$ cat src/rtl/regfile_pkg.sv
// Shared defaults and index type for the RV32 register file with busy scoreboard.
package regfile_pkg;
  localparam int XLEN_DEFAULT  = 32;
  localparam int NREGS_DEFAULT = 32;
  typedef logic [4:0] reg_idx_t;
endpackage

$ cat src/rtl/register_file_read_port.sv
// One combinational read port: write-first bypass over the flop storage and busy lookup.
module register_file_read_port #(
  parameter int XLEN     = 32,
  parameter int NREGS    = 32,
  parameter bit ZERO_REG = 1'b1,
  localparam int AW      = $clog2(NREGS)
) (
  input  logic [NREGS-1:0][XLEN-1:0] data,
  input  logic [NREGS-1:0]           busy,
  input  logic                       wr_ena,
  input  logic [AW-1:0]              wr_addr,
  input  logic [XLEN-1:0]            wr_data,
  input  logic [AW-1:0]              rd_addr,
  output logic [XLEN-1:0]            rd_data,
  output logic                       rd_busy
);
  logic wr_hit;
  logic is_zero;

  assign wr_hit  = wr_ena && (wr_addr == rd_addr);
  assign is_zero = ZERO_REG && (rd_addr == '0);

  always_comb begin
    rd_data = data[rd_addr];
    if (is_zero)
      rd_data = '0;
    else if (wr_hit)
      rd_data = wr_data;
  end

  // A writeback in flight this cycle already satisfies the pending write.
  assign rd_busy = busy[rd_addr] && !wr_hit;
endmodule

$ cat src/rtl/register_file_scoreboard.sv
// Flop register file with N combinational read ports, one write port and a busy scoreboard.
module register_file_scoreboard
  import regfile_pkg::*;
#(
  parameter int XLEN     = XLEN_DEFAULT,
  parameter int NREGS    = NREGS_DEFAULT,
  parameter int N_READ   = 2,
  parameter bit ZERO_REG = 1'b1,
  localparam int AW      = $clog2(NREGS),
  localparam int CW      = $clog2(NREGS + 1)
) (
  input  logic                   clk,
  input  logic                   rst,
  input  logic                   wr_ena,
  input  logic [AW-1:0]          wr_addr,
  input  logic [XLEN-1:0]        wr_data,
  input  logic [N_READ*AW-1:0]   rd_addr,
  output logic [N_READ*XLEN-1:0] rd_data,
  output logic [N_READ-1:0]      rd_busy,
  input  logic                   issue_ena,
  input  logic [AW-1:0]          issue_addr,
  output logic                   issue_ready,
  input  logic                   flush,
  output logic [CW-1:0]          pending_count
);
  logic [NREGS-1:0][XLEN-1:0] data_reg;
  logic [NREGS-1:0]           busy_reg;
  logic [NREGS-1:0]           busy_next;
  logic [CW-1:0]              count_reg;
  logic [CW-1:0]              count_next;
  logic                       issue_acc;

  // issue_ready is independent of issue_ena, so acceptance cannot loop back.
  assign issue_ready = (ZERO_REG && (issue_addr == '0)) || !busy_reg[issue_addr] ||
                       (wr_ena && (wr_addr == issue_addr));
  assign issue_acc   = issue_ena && issue_ready && !flush;

  for (genvar gi = 0; gi < NREGS; gi++) begin : g_reg
    if (ZERO_REG && gi == 0) begin : g_zero
      assign busy_next[gi] = 1'b0;
      always_ff @(posedge clk) begin
        data_reg[gi] <= '0;
        busy_reg[gi] <= 1'b0;
      end
    end else begin : g_live
      always_comb begin
        busy_next[gi] = busy_reg[gi];
        if (flush)
          busy_next[gi] = 1'b0;
        else if (issue_acc && (issue_addr == AW'(gi)))
          busy_next[gi] = 1'b1;
        else if (wr_ena && (wr_addr == AW'(gi)))
          busy_next[gi] = 1'b0;
      end

      always_ff @(posedge clk) begin
        if (rst) begin
          data_reg[gi] <= '0;
          busy_reg[gi] <= 1'b0;
        end else begin
          busy_reg[gi] <= busy_next[gi];
          if (wr_ena && (wr_addr == AW'(gi)))
            data_reg[gi] <= wr_data;
        end
      end
    end
  end

  always_comb begin
    count_next = '0;
    for (int i = 0; i < NREGS; i++)
      count_next = count_next + CW'(busy_next[i]);
  end

  always_ff @(posedge clk) begin
    if (rst)
      count_reg <= '0;
    else
      count_reg <= count_next;
  end

  assign pending_count = count_reg;

  for (genvar gi = 0; gi < N_READ; gi++) begin : g_rd
    register_file_read_port #(
      .XLEN     (XLEN),
      .NREGS    (NREGS),
      .ZERO_REG (ZERO_REG)
    ) u_port (
      .data    (data_reg),
      .busy    (busy_reg),
      .wr_ena  (wr_ena),
      .wr_addr (wr_addr),
      .wr_data (wr_data),
      .rd_addr (rd_addr[gi*AW +: AW]),
      .rd_data (rd_data[gi*XLEN +: XLEN]),
      .rd_busy (rd_busy[gi])
    );
  end
endmodule

$ cat config.mk
export PLATFORM = sky130hd
export DESIGN_NAME = register_file_scoreboard
export DESIGN_NICKNAME = d
export VERILOG_FILES = /design/src/rtl/regfile_pkg.sv /design/src/rtl/register_file_read_port.sv /design/src/rtl/register_file_scoreboard.sv
export SDC_FILE = /design/constraint.sdc
export NUM_CORES = 2
export LEC_CHECK = 0
export CAP_MARGIN = 10
export CORE_UTILIZATION = 50
export DETAILED_ROUTE_END_ITERATION = 10
export PLACE_DENSITY = 0.67
export SLEW_MARGIN = 20
export SYNTH_ARGS = -nofsm -noshare
export SYNTH_HDL_FRONTEND = slang
export SYNTH_SLANG_ARGS = --single-unit
$ cat constraint.sdc
create_clock -name clk -period 8 [get_ports clk]
set_clock_uncertainty 0.1 [all_clocks]
set_input_delay 0.8 -clock clk [delete_from_list [all_inputs] [get_ports clk]]
set_output_delay 0.8 -clock clk [all_outputs]
set_load 0.01 [all_outputs]
# Word-level counts from Yosys, hierarchy flattened
# Index checks and enable logic that the tools add are counted.
# totals
ff_bits	1029
in_bits	57
out_inout_bits	73
wordCells	346
# op_classes
addsub	30
order_cmp	3
eq_ne	65
n_mux	107
reduce_logical	78
# ops
op	n
$bmux 32 s5	2
$mux 32	6
$eq 5x5->1 const B	32
$add 6x1->6	25
$mux 1	96
$eq 5x4->1 const B	16
$logic_and 1x1->1	69
$eq 5x3->1 const B	8
$eq 5x2->1 const B	4
$lt 5x6->1 const B	3
$bmux 1 s5	3
$eq 5x5->1	3
$logic_not 5->1	3
$eq 5x1->1 const B	2
$add 5x1->6	1
$add 4x1->5	1
$add 3x1->4	1
$logic_not 1->1	4
$add 2x1->3	1
$add 1x1->2	1
$logic_or 1x1->1	2

# Depth between registers and ports, before layout
# logic_depth
word_depth	40
mapped_depth	26
mapped_depth_nobuf	22

# Hierarchy
# Synthesis repeated with hierarchy kept, for this count alone.
# hier_totals
cells_unflattened	6439
area_unflattened_um2	55508.2
# by_module_without_submodules
mod	instances	cells_per_inst	area_per_inst_um2	seq_area_each_um2
register_file_scoreboard	1	4781	37135.6	20599.8
register_file_read_port	2	829	9186.3	0.0

# Worst setup path before layout
# No wires, ideal clock.
# synth_timing
kind	input to register
startpoint	in issue_addr[0]
endpoint	reg count_reg[4], in the netlist pending_count[4]
arrival_ps	6839
t_required_ps	7772
slack_ps	933
stages	25
path_cell_list	buf_4 > buf_2 > nor2b_2 > a221oi_1 > o311a_1 > buf_4 > buf_6 > o31ai_1 > o21ai_1 > fa_1 > inv_1 > fa_1 > inv_1 > fa_1 > inv_1 > fa_1 > fa_1 > fa_1 > inv_1 > fa_1 > fa_1 > a21o_1 > a21oi_1 > xor2_1 > nor2_1
# synth_rtl
item	line_no	source
from (decl)	register_file_scoreboard.sv:21	input logic [AW-1:0] issue_addr,
$bmux 1 s5	register_file_scoreboard.sv:34	assign issue_ready = (ZERO_REG && (issue_addr == '0)) || !busy_reg[issue_addr] ||
$mux 1 (not written as such)	register_file_scoreboard.sv:34	
$logic_not 1->1	register_file_scoreboard.sv:34	
$logic_or 1x1->1 (2 in a row)	register_file_scoreboard.sv:34	
$logic_and 1x1->1 (2 in a row)	register_file_scoreboard.sv:36	assign issue_acc = issue_ena && issue_ready && !flush;
$logic_and 1x1->1 (*)	register_file_scoreboard.sv:50	else if (issue_acc && (issue_addr == AW'(gi)))
$mux 1 (*)	register_file_scoreboard.sv:50	
$mux 1 (*)	register_file_scoreboard.sv:48	if (flush)
net busy_next[26]	register_file_scoreboard.sv:28	logic [NREGS-1:0] busy_next;
$add 6x1->6 (*) (6 in a row)	register_file_scoreboard.sv:72	count_next = count_next + CW'(busy_next[i]);
to (signal assigned)	register_file_scoreboard.sv:79	count_reg <= count_next;
to (decl)	register_file_scoreboard.sv:29	logic [CW-1:0] count_reg;
# Mark *: on every way through the listed nets, which the timed path passes. The rest lies on a longest branch. The select of a mux whose other input is x is not followed.
# A chain may end at the register's enable or synchronous reset.

# Final worst setup path
# layout_timing
startpoint	in issue_addr[1]
endpoint	reg count_reg[4], in the netlist pending_count[4]
# layout_rtl
item	line_no
$bmux 1 s5	register_file_scoreboard.sv:34
$mux 1 (not written as such)	register_file_scoreboard.sv:34
$logic_not 1->1	register_file_scoreboard.sv:34
$logic_or 1x1->1 (2 in a row)	register_file_scoreboard.sv:34
$logic_and 1x1->1 (2 in a row)	register_file_scoreboard.sv:36
$logic_and 1x1->1 (*)	register_file_scoreboard.sv:50
$mux 1 (*)	register_file_scoreboard.sv:50
$mux 1 (*)	register_file_scoreboard.sv:48
net busy_next[28]	register_file_scoreboard.sv:28
$add 6x1->6 (*) (4 in a row)	register_file_scoreboard.sv:72
# Marks and branches as above.

==> summary.md <==
| Metric | Value |
|---|---|
| Outcome | finished, final reports clean |
| DR iter-0 viols | 7,716 |
| Crit path buffers/inverters | 7 |
| Crit-path max cell delay | 0.60 ns |
| Setup violators final | 0 |
| Vias | 49,852 |
| PwrDens | between 150 and 200 mW/mm^2 |
| Total core area | 0.106 sq mm |
| Post-cts sizing count | 0 |
| Peak VDD IR | 0.163 mV |
| Largest net degree at the start of global routing | roughly 220 |
| Max FO, Critical Path | 10 |
| Die X | 330 um |
| Seq pwr share | 44.3% |
| CP delay by family, top | adder cells |
| Vias in the first global route | about 47,000 |
| Int Power | 8.63 mW |
| Mapped Area | 0.0537 sq mm |
| #FFs+latches synth | around 1,000 |
| DIE AREA | about 0.11 sq mm |
| WHS | 0.365 ns |
| Final hold violation count | 0 |
| Slew headroom | 16.6% |
| Drt drc | 0 |
| Synth unique cells | 64 |
| Slew @ Worst Pin | 1.25 ns |
| Top-area cell type share of the netlist area | 38.3% |
| Lkg Pwr | 19.1 nW |
| Sw Ratio | 26.3% |
| Net switching power | 3.08 mW |
| HP Class | flop to flop |
| DRT Pass-1 Iters | 7 |
| Syn Inst Count | 6,179 |
| Root Driver | clkbuf_16 |
| Max clock buf depth | 3 |
| CP Class | input port to flop |
| Layout cells sized above 1 | 16.4% |
| Routed len/inst | a little under 30 um |
| Synthesized net count | 6,266 |
| Clock-pin slew on the worst setup and hold paths | 0.06 ns |
| Combinational power share | 9.7% |
| Post-synth top cells | nand2_1, dfxtp_1, a21oi_1 |
| Max Clk Rate | 141 MHz |
| First-pass GRT wire length | 314,000 um |
| Clock network fraction of total power | 46.0% |
| RePlAce Congestion | a little over 0.9 |
| Die H | around 330 um |
| Crit-path cells | clkdlybuf4s50_1 > buf_4 > mux2i_1 > o221a_2 > o311a_1 > buf_4 > o31ai_1 > o21ai_1 > fa_1 > inv_1 > fa_1 > inv_1 > fa_1 > inv_1 > fa_1 > fa_1 > fa_1 > inv_1 > fa_1 > fa_1 > a21o_1 > a21oi_1 > xor2_1 > nor2_1 |
| Top post-synthesis cells by area | dfxtp_1, mux4_2, nand2_1, a21oi_1, clkbuf_1 |
| Postcts setup bufs | 0 |
| Grt ovf | 0 |
| Clk Latency, worst-skew pair | 0.74 ns |
| Initial antenna violation count | 7 |
| Fraction of registers with async set/reset | 0% |
| Most frequent CP cell | fa_1 |
| Max Cap Viol | 0 |
| H-tree Lvls | 3 |
| Tot Pwr | 11.7 mW |
| Crit path required time | 8.49 ns |
| CTS buffer count | 111 |
| Slowest-stage cell, CP | clkdlybuf4s50_1 |
| Crit path time final | roughly 7.1 ns |
| Most common cell in the synthesized netlist | nand2_1 |
| Synthesis Warnings | 0 |
| P&R area growth vs syn | 10.8% |
| GRT Overall Usage | 39.2% |
| Port Buffers | 129 |
| Initial core utilization | about half |
| IO Count | 130 |
| CTS tree | built |
| Worst Path Arrival | approximately 7.6 ns |
| Fin nets | 6,021 |
| Post-synth EDFFs | 0 |
| Drt total wl | 216,000 um |
| Startpoint Class | input port |
| Yosys top cell by area | dfxtp_1 |
| DP HPWL | 123,000 um |
| Tcrit/Tclk final | 88.5% |
| RSZ-0062 raised after global routing | false |
| Syn avg cell area | 8.70 sq um |
| Sum Neg Setup Slack | 0 ns |
| Via/cell ratio | ~6.7 |
| Max reg flops | 992 |
| Cell Rows | 119 |
| Crit end category | flop |
| Hold-fix buffers, CTS | 0 |
| Register area share after synthesis | a little under two fifths |
| Top_reg_cell synth | dfxtp_1 |
| Final ANT Viol Nets | 0 |
| Max Slew Vio Count | 0 |
| CTS sink cnt | 1,029 |
through the flow:
step	setup slack [ns]	area, sq um	instances	util (%)
finish	0.919	59500	7416	56.2
global route	0.633	59500	7412	56.2
CTS	0.924	59500	7412	56.2
detailed placement	0.155	55800	7212	52.7
global placement	0.158	55800	7212	52.7
floorplan	0.933	53700	6179	-
layer usage:
layer / vias to the layer above / track usage, % / share of wire [%]
met5: - / 0 / 0.024
met4: 8 / 23.8 / 7.1
met3: 956 / 10.8 / 13
met2: 3584 / 58.4 / 43
met1: 24123 / 50.8 / 36
li1: 21181 / - / -
cell type report:
type	instances	area (sq um)
Fill cell	9331	46300
Antenna cell	4	10.0
Clock inverter	41	518
Timing Repair Buffer	311	2800
Sequential cell	1029	20600
Inverter	24	90.1
Tap cell	1391	1740
Multi-Input combinational cell	4457	30500
Clock buffer	159	3230
power by group through the flow:
stage	Clock [mW]	Sequential, mW	Combinational, mW
after floorplan	0	5.29	0.674
after global placement	0	5.30	1.09
final	5.38	5.19	1.14
after CTS	5.38	5.19	1.10
after global routing	5.59	5.19	1.16
after detailed placement	0	5.30	1.10
worst min-delay path: cells and delay by family (launching register included):
kind | cells | cell delay [ns]
AOI/OAI and AO/OA | 1 | 0.05
DFF | 1 | 0.31
and+or+nand+nor | 1 | 0.05
final timing paths:
path | startpoint | endpoint | slack (ns) | cells after the start
setup reg to reg | busy_reg[8]$_SDFF_PP0_ | pending_count[4]$_SDFF_PP0_ | 1.24 | 22
hold / removal | data_reg[137]$_SDFFE_PP0P_ | data_reg[137]$_SDFFE_PP0P_ | 0.36 | 2
setup / recovery | issue_addr[1] | pending_count[4]$_SDFF_PP0_ | 0.92 | 24
hold reg to reg | data_reg[137]$_SDFFE_PP0P_ | data_reg[137]$_SDFFE_PP0P_ | 0.36 | 2
layout by cell type, fill, tap and decap left out, types with 11 or more instances in the layout:
cell and instances:
nor2_1 143, mux2i_1 15, mux4_2 488, mux2_1 33, clkinv_2 24, o22ai_1 115, fa_1 23, a211oi_1 32
nand3_1 16, a21oi_1 1023, o21ai_1 24, clkbuf_1 23, nor2_4 24, buf_4 175, clkbuf_8 23, nor2b_1 35
a221oi_1 82, nand2_2 32, clkdlybuf4s50_1 120, clkbuf_16 113, a22oi_1 50, dfxtp_1 1029, nor3_1 58, mux2_2 35
o31ai_1 19, inv_1 22, nor4_1 34, nand2_1 2036, a211o_1 11
cells by family after synthesis:
| family | after synthesis | synth area share, % |
|---|---|---|
| compound gates | 1406 | 14.9 |
| xor+xnor | 17 | 0.277 |
| fa+ha+maj | 30 | 1.02 |
| buf+inv | 693 | 5.52 |
| flops | 1029 | 38.3 |
| mux | 571 | 22.2 |
| simple gates | 2433 | 17.8 |
Power figures use the tool's default switching activity.
